`config.mk`:
```
export PLATFORM = sky130hd
export DESIGN_NAME = fadd_share_arb
export DESIGN_NICKNAME = d
export VERILOG_FILES = /design/src/rtl/fadd_arb_pkg.sv /design/src/rtl/fadd_tag_fifo.sv /design/src/rtl/fadd_share_arb.sv
export SDC_FILE = /design/constraint.sdc
export NUM_CORES = 1
export LEC_CHECK = 0
export CAP_MARGIN = 20
export CORE_AREA = 2 2 158 160
export DETAILED_ROUTE_END_ITERATION = 16
export DIE_AREA = 0 0 160 162
export MAX_ROUTING_LAYER = met4
export PLACE_DENSITY_LB_ADDON = 0.05
export SLEW_MARGIN = 0
export SYNTH_ARGS = -nofsm -noshare
export SYNTH_HDL_FRONTEND = slang
export SYNTH_SLANG_ARGS = --single-unit
```
`constraint.sdc`:
```
create_clock -name clk -period 2.9 [get_ports clk]
set_input_delay 0.725 -clock clk [delete_from_list [all_inputs] [get_ports clk]]
set_output_delay 0.725 -clock clk [all_outputs]
set_load 0.005 [all_outputs]
```
`src/rtl/fadd_arb_pkg.sv`:
```
// Shared types and the round-robin pick helper for the shared FP adder arbiter.
package fadd_arb_pkg;

    typedef logic [31:0] fp32_t;

    localparam int unsigned MAX_REQ = 8;

    typedef struct packed {
        logic       found;
        logic [2:0] idx;
    } pick_t;

    // First set bit of valid at or after ptr, wrapping modulo n (n <= MAX_REQ).
    function automatic pick_t rr_pick(input logic [MAX_REQ-1:0] valid,
                                      input logic [2:0]         ptr,
                                      input int unsigned        n);
        pick_t       r;
        int unsigned j;
        r = '0;
        for (int unsigned k = 0; k < MAX_REQ; k++) begin
            j = (32'(ptr) + k) % n;
            if (k < n && !r.found && valid[j[2:0]]) begin
                r.found = 1'b1;
                r.idx   = j[2:0];
            end
        end
        return r;
    endfunction

endpackage

```
`src/rtl/fadd_tag_fifo.sv`:
```
// In-order owner-tag FIFO; push and pop may coincide, including when full.
module fadd_tag_fifo #(
    parameter int unsigned WIDTH = 2,
    parameter int unsigned DEPTH = 8
) (
    input  logic                     clk,
    input  logic                     rstn,
    input  logic                     push,
    input  logic                     pop,
    input  logic [WIDTH-1:0]         din,
    output logic [WIDTH-1:0]         dout,
    output logic                     full,
    output logic                     empty,
    output logic [$clog2(DEPTH):0]   count
);

    localparam int unsigned AW    = $clog2(DEPTH);
    localparam int unsigned CNT_W = AW + 1;

    logic [WIDTH-1:0] mem [DEPTH];
    logic [AW-1:0]    wr_ptr;
    logic [AW-1:0]    rd_ptr;
    logic             do_push;
    logic             do_pop;

    assign do_pop  = pop && !empty;
    assign do_push = push && (!full || do_pop);

    always_ff @(posedge clk or negedge rstn) begin
        if (!rstn) begin
            wr_ptr <= '0;
            rd_ptr <= '0;
            count  <= '0;
            for (int unsigned i = 0; i < DEPTH; i++) begin
                mem[i] <= '0;
            end
        end else begin
            if (do_push) begin
                mem[wr_ptr] <= din;
                wr_ptr      <= wr_ptr + 1'b1;
            end
            if (do_pop) begin
                rd_ptr <= rd_ptr + 1'b1;
            end
            case ({do_push, do_pop})
                2'b10:   count <= count + 1'b1;
                2'b01:   count <= count - 1'b1;
                default: count <= count;
            endcase
        end
    end

    assign full  = (count == CNT_W'(DEPTH));
    assign empty = (count == '0);
    assign dout  = mem[rd_ptr];

endmodule

```
`src/rtl/fadd_share_arb.sv`:
```
// Round-robin sharing of one AXI-stream FP adder IP among N_REQ requesters,
// with an in-order tag FIFO routing each result back to its issuer.
module fadd_share_arb
    import fadd_arb_pkg::*;
#(
    parameter int unsigned N_REQ = 4,
    parameter int unsigned DEPTH = 8
) (
    input  logic                      clk,
    input  logic                      rstn,
    input  logic [N_REQ-1:0]          req_valid,
    output logic [N_REQ-1:0]          req_ready,
    input  logic [N_REQ*32-1:0]       req_a,
    input  logic [N_REQ*32-1:0]       req_b,
    output logic [N_REQ-1:0]          rsp_valid,
    output logic [31:0]               rsp_data,
    output logic [31:0]               fadd_axis_a_tdata,
    output logic                      fadd_axis_a_tvalid,
    input  logic                      fadd_axis_a_tready,
    output logic [31:0]               fadd_axis_b_tdata,
    output logic                      fadd_axis_b_tvalid,
    input  logic                      fadd_axis_b_tready,
    input  logic [31:0]               fadd_axis_result_tdata,
    input  logic                      fadd_axis_result_tvalid,
    output logic                      fadd_axis_result_tready,
    output logic [$clog2(DEPTH):0]    outstanding
);

    localparam int unsigned TAG_W = $clog2(N_REQ);

    logic [TAG_W-1:0]   rr_ptr;
    logic [TAG_W-1:0]   winner;
    logic [TAG_W-1:0]   tag_out;
    fp32_t              a_data;
    fp32_t              b_data;
    logic               a_pend;
    logic               b_pend;
    logic               slot_free;
    logic               grant;
    logic               fifo_full;
    logic               fifo_empty;
    logic               res_hs;
    pick_t              pick;
    logic [MAX_REQ-1:0] valid_ext;

    always_comb begin
        valid_ext              = '0;
        valid_ext[N_REQ-1:0]   = req_valid;
        pick                   = rr_pick(valid_ext, 3'(rr_ptr), N_REQ);
        winner                 = pick.idx[TAG_W-1:0];
        // The slot can reload in the same cycle its last pending channel handshakes.
        slot_free              = (!a_pend || fadd_axis_a_tready) &&
                                 (!b_pend || fadd_axis_b_tready);
        // Qualified by rstn so req_ready reads 0 for the whole reset window.
        grant                  = rstn && slot_free && !fifo_full && pick.found;
        req_ready              = '0;
        if (grant) begin
            req_ready[winner] = 1'b1;
        end
    end

    always_ff @(posedge clk or negedge rstn) begin
        if (!rstn) begin
            a_data <= '0;
            b_data <= '0;
            a_pend <= 1'b0;
            b_pend <= 1'b0;
            rr_ptr <= '0;
        end else if (grant) begin
            a_data <= req_a[32*winner +: 32];
            b_data <= req_b[32*winner +: 32];
            a_pend <= 1'b1;
            b_pend <= 1'b1;
            rr_ptr <= (winner == TAG_W'(N_REQ - 1)) ? '0 : winner + 1'b1;
        end else begin
            if (a_pend && fadd_axis_a_tready) begin
                a_pend <= 1'b0;
            end
            if (b_pend && fadd_axis_b_tready) begin
                b_pend <= 1'b0;
            end
        end
    end

    assign fadd_axis_a_tdata       = a_data;
    assign fadd_axis_a_tvalid      = a_pend;
    assign fadd_axis_b_tdata       = b_data;
    assign fadd_axis_b_tvalid      = b_pend;
    assign fadd_axis_result_tready = !fifo_empty;
    assign res_hs                  = fadd_axis_result_tvalid && !fifo_empty;

    always_ff @(posedge clk or negedge rstn) begin
        if (!rstn) begin
            rsp_valid <= '0;
            rsp_data  <= '0;
        end else begin
            rsp_valid <= '0;
            if (res_hs) begin
                rsp_valid[tag_out] <= 1'b1;
                rsp_data           <= fadd_axis_result_tdata;
            end
        end
    end

    fadd_tag_fifo #(
        .WIDTH (TAG_W),
        .DEPTH (DEPTH)
    ) u_tag_fifo (
        .clk   (clk),
        .rstn  (rstn),
        .push  (grant),
        .pop   (res_hs),
        .din   (winner),
        .dout  (tag_out),
        .full  (fifo_full),
        .empty (fifo_empty),
        .count (outstanding)
    );

endmodule

```
==> impl_metrics.toml <==
[cts]
path_clk_slew_ps = 60
cts-root-buf = "clkbuf_16"
cts_tree = "done"
cts_inserted_buffers = 17
clock_sinks = 130
clockBufferDepth = 2
clock_latency_ps = 420
cts.htree.levels = 4

[worst_setup_path]
slowest_delay_ps = 390
critPathLaunch = "req_valid[3]"
path_cells = "dlygate4sd2_1, o21bai_1, a221o_1, buf_4, ha_1, and2_1, buf_2"
crit-reg2reg-capture = "u_tag_fifo.count[3]"
crit_path_end_kind = "output pin"
path_delay_family = "buffers and inverters"
crit_required_ps = 2170
rr_worst_depth = 13
crit_end = "req_ready[0]"
path_buf_inv = 3
slowest_stage = "a221o_1"
r2r-start = "u_tag_fifo.count[1]"
path_class = "in -> out"
reg2reg_setup_slack_ps = 450
path_max_fanout = 4
crit_arrival_ps = 2060
startpoint_type = "input port"
crit_cells = 7

[synth]
yosys.area.top_type = "dfrtp_1"
synth_nets = 950
synth-edff-count = 0
synth_top_family_by_area = "multiplexers"
synth-main-ff-cell = "dfrtp_1"
yosys.area_share.simple_pct = 12.64
ys_seq_area_share_pct = 47.89
ys_seq_elements = 130
avgSynthCellArea_sq_um = 10.55
async_flop_share_pct = 100.0
syn_area_sq_um = 6793
yosys-mux-area-fraction_pct = 23.58
yosys.area.top_type_share_pct = 47.89
synth_compound_area_share_pct = 9.560
synth_fa_ha_area_share_pct = 1.658
synth_cells = 644
yosys.area_share.xor_xnor_pct = 1.160
synth_cell_types = 39
netlist_top_cells_area = "dfrtp_1 (48%), mux2i_1 (19%), nand2_1 (10%), o221ai_1 (8.3%), mux2_2 (2.5%)"
synth_warnings = 0

[routing]
firstDrtPassIters = 4
wirelength_mm = 26.72
route.detailed.drc = 0
drtAntennaViolNets = 0
via_count = 6537
wl_per_cell_microns = 18.99
drt-vias-per-instance = 4.646
initialDrtViolationCount = 315

[power]
ir_drop_mv = 0.3636
p_leak_nw = 5.292
total_power_mw = 9.877
power_density_nw_per_um2 = 818.4

[die]
floorplan.initialDensity_pct = 28.18
die-height_microns = 162
ios = 408
num_rows = 57
coreArea_sq_um = 24110
die_x_microns = 160
die-area_sq_um = 25920

[final_layout]
syn2layout_area_growth_pct = 77.68
nNetsFinal = 1372
final_cell_mix = "clkdlybuf4s50_1 (396), nand2_1 (179), mux2i_1 (130), dfrtp_1 (130), o221ai_1 (64)"
drive_above_1_share_pct = 10.66
layout_commonest_cell = "clkdlybuf4s50_1"
fin_util_pct = 50.07
n_fill_cell = 2311

[timing]
slew-limit-headroom_pct = 49.70
layout_min_cycle_time_ps = 2789
maxSlewViolCount = 0
hold_viol = 0
setup_viol_count_final = 0
timing.fmax_mhz = 358.6
timing.final.crit_share_pct = 96.17
finClkSkew_ps = 9.252
rsz0062_at_grt = "no"
timing.setup.tns_ps = 0
tightest_slew_ps = 754.6

[flow_run]
maxCapViolCount = 0

[placement]
place_hpwl_mm = 19.67
globalplace.congestion = 0.8184
port_buffers = 407

[global_routing]
grt_pass1_wl_mm = 39.70
grt_pass1_vias = 6725
grtUsageTotal_pct = 20.77
antenna_found_initial = 4
grt_max_degree = 131
globalRouteOverflowTotal = 0

[worst_hold_path]
hp-class = "in -> async"

[status]
status = "finished, final reports clean"
cell usage after synthesis, drive strengths merged (4+ instances only):
cell type and count:
nand2 181, dfrtp 130, mux2i 130, o221ai 64, clkbuf 31, mux2 18
buf 17, ha 9, inv 8, nor2 8, xnor2 6, and2 4
mux4 4
repair_timing:
action / 4_1_cts / 5_1_grt
endpoints found under the setup margin: 4 / 7
pin swaps: 6 / 4
hold buffers: 0 / 0
gates resized for setup: 31 / 5
setup buffers: 20 / 1
registers in the layout (all words and copies together), names as in the netlist, 2 cells and up:
| name | count |
|---|---|
| u_tag_fifo.mem | 16 |
| fadd_axis_a_tdata | 32 |
| u_tag_fifo.wr_ptr | 3 |
| u_tag_fifo.count | 4 |
| rr_ptr | 2 |
| rsp_valid | 4 |
| rsp_data | 32 |
| fadd_axis_b_tdata | 32 |
| u_tag_fifo.rd_ptr | 3 |
stage by stage:
| stage | cell area [sq um] | hold slack, ps | worst slack [ps] | instances |
|---|---|---|---|---|
| 2_1_floorplan | 6793 | 429.4 | 81.27 | 644 |
| 3_3_place_gp | 11320 | 456.3 | -430.9 | 1351 |
| 3_5_place_dp | 11320 | 460.8 | -471.7 | 1351 |
| 4_1_cts | 12050 | 455.1 | 15.72 | 1403 |
| 5_1_grt | 12070 | 446.0 | 11.35 | 1407 |
| 6_report | 12070 | 378.7 | 111.2 | 1407 |
worst min path at each step:
stage                 start              endpoint  slack (ps)  cells past startpoint
6_report               rstn          rsp_data[29]         380                      2
5_1_grt                rstn          rsp_data[26]         450                      2
4_1_cts                rstn          rsp_data[29]         460                      2
3_5_place_dp   rsp_data[20]          rsp_data[20]         460                      2
3_3_place_gp    rsp_data[2]           rsp_data[2]         460                      2
2_1_floorplan          rstn  fadd_axis_a_tdata[0]         430                      0
area by class of cell:
type | count | area (sq um) | share of cell area [%]
timing repair buffer | 451 | 4466 | 37.00
inverter | 9 | 35.03 | 0.2903
clock buffer | 18 | 429.2 | 3.556
antenna | 4 | 10.01 | 0.08294
clock inverter | 14 | 147.6 | 1.223
multi-input combinational | 457 | 3323 | 27.53
tap | 324 | 405.4 | 3.359
sequential | 130 | 3253 | 26.95
power by group:
group	internal, mW	switching, mW	total (mW)
logic	2.69	1.98	4.67
clock network	1.21	0.909	2.12
registers	2.57	0.515	3.09
total	6.47	3.40	9.88
layer usage:
| metal | GRT usage [%] | up-vias | share of wire, % |
|---|---|---|---|
| li1 | - | 3162 | - |
| met1 | 22.40 | 3101 | 38 |
| met2 | 37.01 | 251 | 53 |
| met3 | 6.716 | 23 | 7.2 |
| met4 | 5.324 | 0 | 1.6 |
| met5 | - | - | 0 |
kinds of logic after synthesis:
group | Yosys count
adder cells (fa/ha/maj) | 9
AND/OR/NAND/NOR | 210
XOR/XNOR | 9
buffers and inverters | 57
multiplexers | 152
flip-flops | 130
AO/OA/AOI/OAI | 77
Power figures use the tool's default switching activity.
==> variant (same settings) <==
One comparison of `count` changes from == to >=.
--- a/src/rtl/fadd_tag_fifo.sv
+++ b/src/rtl/fadd_tag_fifo.sv
@@ -51,5 +51,5 @@
     end
 
-    assign full  = (count == CNT_W'(DEPTH));
+    assign full  = (count >= CNT_W'(DEPTH));
     assign empty = (count == '0);
     assign dout  = mem[rd_ptr];
Behaviour: no difference found for any inputs over 4 cycles, from zero or initial values and one cycle with rstn low; that may be too few to reach the edited logic, so the function may still have changed.
==> variant against the unedited design <==
Wire length grew 1.1%; power grew 3.6%; cell count shrank 1.2%; setup slack gained 16 ps; sequential cell count is the same; area after synthesis grew 4.5%; maximum frequency grew 0.58%; cell area grew 0.64%; non-clock buffer count shrank 16; count of clock-buffer cells in the layout grew 1; largest cell class unchanged; highest routed layer unchanged.
==> variant: results (changes against the unedited design) <==
[outcome]
status = finished, final reports clean

[cells_and_area]
drive_above_1_share = 0.117  ; +0.0109
buffers = 435  ; -3.5%
fill_cells = 2203  ; -4.7%
inverters = 7  ; -2
clockNetworkAreaShare = 0.0518  ; +0.00402
clkbuf_count = 19  ; +1
n_antenna_cell = 2  ; -2
syn_to_final_growth_pct = 71.1
fin_nets = 1357  ; -1.1%
multi_input_area_sq_um = 3470  ; +4.4%
nMultiInputCombCells = 460  ; +0.66%
seq-cell-share = 0.268  ; -0.00172
bufAreaShareNonClock = 0.358  ; -0.0115

[worst_setup_path]
arrival_ps = 2050
rrSetupSlack_ps = 520  ; +70 ps
critPathTopFamily = compound AO/OA/AOI/OAI gates
reg2regPathDepth = 10  ; -3
cpPeakStageDelay_ps = 430  ; +40 ps
reg2reg_from = u_tag_fifo.count[0]
slowest_stage = dfrtp_1
rr_endpoint = u_tag_fifo.count[2]

[grt]
grt_pass1_vias = 6659  ; -0.98%
grt_antenna_before_repair = 2  ; -2
grt_use_total = 0.210  ; +0.00260
grt_pass1_wl_um = 40400  ; +1.8%

[yosys]
syn_inst = 645  ; +0.16%
synth.top_cells.by_count = nand2_1, dfrtp_1, mux2i_1
synth_area_leaders = dfrtp_1, mux2i_1, nand2_1
ys_warn_count = 0  ; unchanged
syn_nets = 951  ; +0.11%
synth_seq_area_share = 0.458  ; -0.0208

[pwr]
powerClk_uw = 2290  ; +8%
seq-power_uw = 3080  ; about the same
ir_drop_uv = 464  ; +28%
power.switching_uw = 3480  ; +2.2%
total_power_uw = 10200  ; +3.6%
leakage_uw = 0.00526  ; -0.67%

[place]
dp_hpwl_um = 19900  ; +1.1%
placement.io_buffers = 407  ; unchanged
pre_cts_ws_ps = -482  ; -10.4 ps
dpl_cell_area_sq_um = 11500  ; +1.4%
place_congestion = 0.833  ; +1.8%

[drt]
via_per_inst = 4.63  ; -0.29%
drt_iter0_markers = 321  ; +1.9%
finalWirelength_um = 27000  ; +1.1%
firstDrtPassIters = 7  ; +3
vias = 6439  ; -1.5%

[sta]
max_slew.worst_pin.slew_ps = 759  ; +4.56 ps
timing.hold.ws_ps = 383  ; +4.06 ps
finClkSkew_ps = 11.9  ; +2.67 ps
fin_ws_ps = 127  ; +16.0 ps

[clock_tree]
clock-sinks = 130  ; unchanged
root_buffer = clkbuf_16
clkLatencyLatePin_ps = 420  ; about the same

[worst_hold_path]
worstHoldPathType = in -> async

## variant: changes by cell type in the layout (fill, tap and decap cells not counted), moves of 3 or more
| cell | before | now |
|---|---|---|
| and2_4 | 3 | 0 |
| o221ai_2 | 0 | 19 |
| buf_6 | 5 | 1 |
| dlygate4sd2_1 | 4 | 1 |
| inv_1 | 5 | 2 |
| o221ai_1 | 64 | 45 |
| buf_4 | 37 | 21 |
| inv_8 | 4 | 1 |
| nor3_1 | 3 | 0 |
| nor2_1 | 7 | 10 |
| and2_1 | 1 | 5 |
| clkinv_4 | 2 | 5 |
| mux2_2 | 15 | 18 |
| clkbuf_2 | 0 | 3 |
## variant: worst max-delay path by stage
stage | cells past startpoint | start | endpoint
after CTS | 8 | rr_ptr[1] | req_ready[3]
after global routing | 8 | rr_ptr[1] | req_ready[3]
after floorplan | 14 | req_valid[3] | u_tag_fifo.count[2]
final | 8 | rr_ptr[1] | req_ready[3]
after global placement | 8 | req_valid[3] | req_ready[1]
after detailed placement | 8 | req_valid[3] | req_ready[1]
## variant: what timing repair did
item                                    in CTS  in global routing
gates resized for setup                     23                  7
endpoints found under the setup margin       4                  3
buffers inserted                             5                  0
pin swaps                                    3                  2
## variant: cell families after synthesis
kind of cell | after synthesis | share of synthesized area
AOI/OAI and AO/OA | 74 | 0.105
xor gates and xnor gates | 9 | 0.0111
adders and majority gates | 9 | 0.0159
buffers and inverters | 55 | 0.0560
DFF | 130 | 0.458
muxes | 152 | 0.224
and+or+nand+nor | 216 | 0.129
## variant: metal layers
layer / GRT usage / share of wire / vias to the layer above
met1: 0.240 / 0.41 / 3044
met2: 0.360 / 0.51 / 241
met3: 0.0649 / 0.075 / 20
met5: - / 0 / -
li1: - / - / 3134
met4: 0.0573 / 0.013 / 0
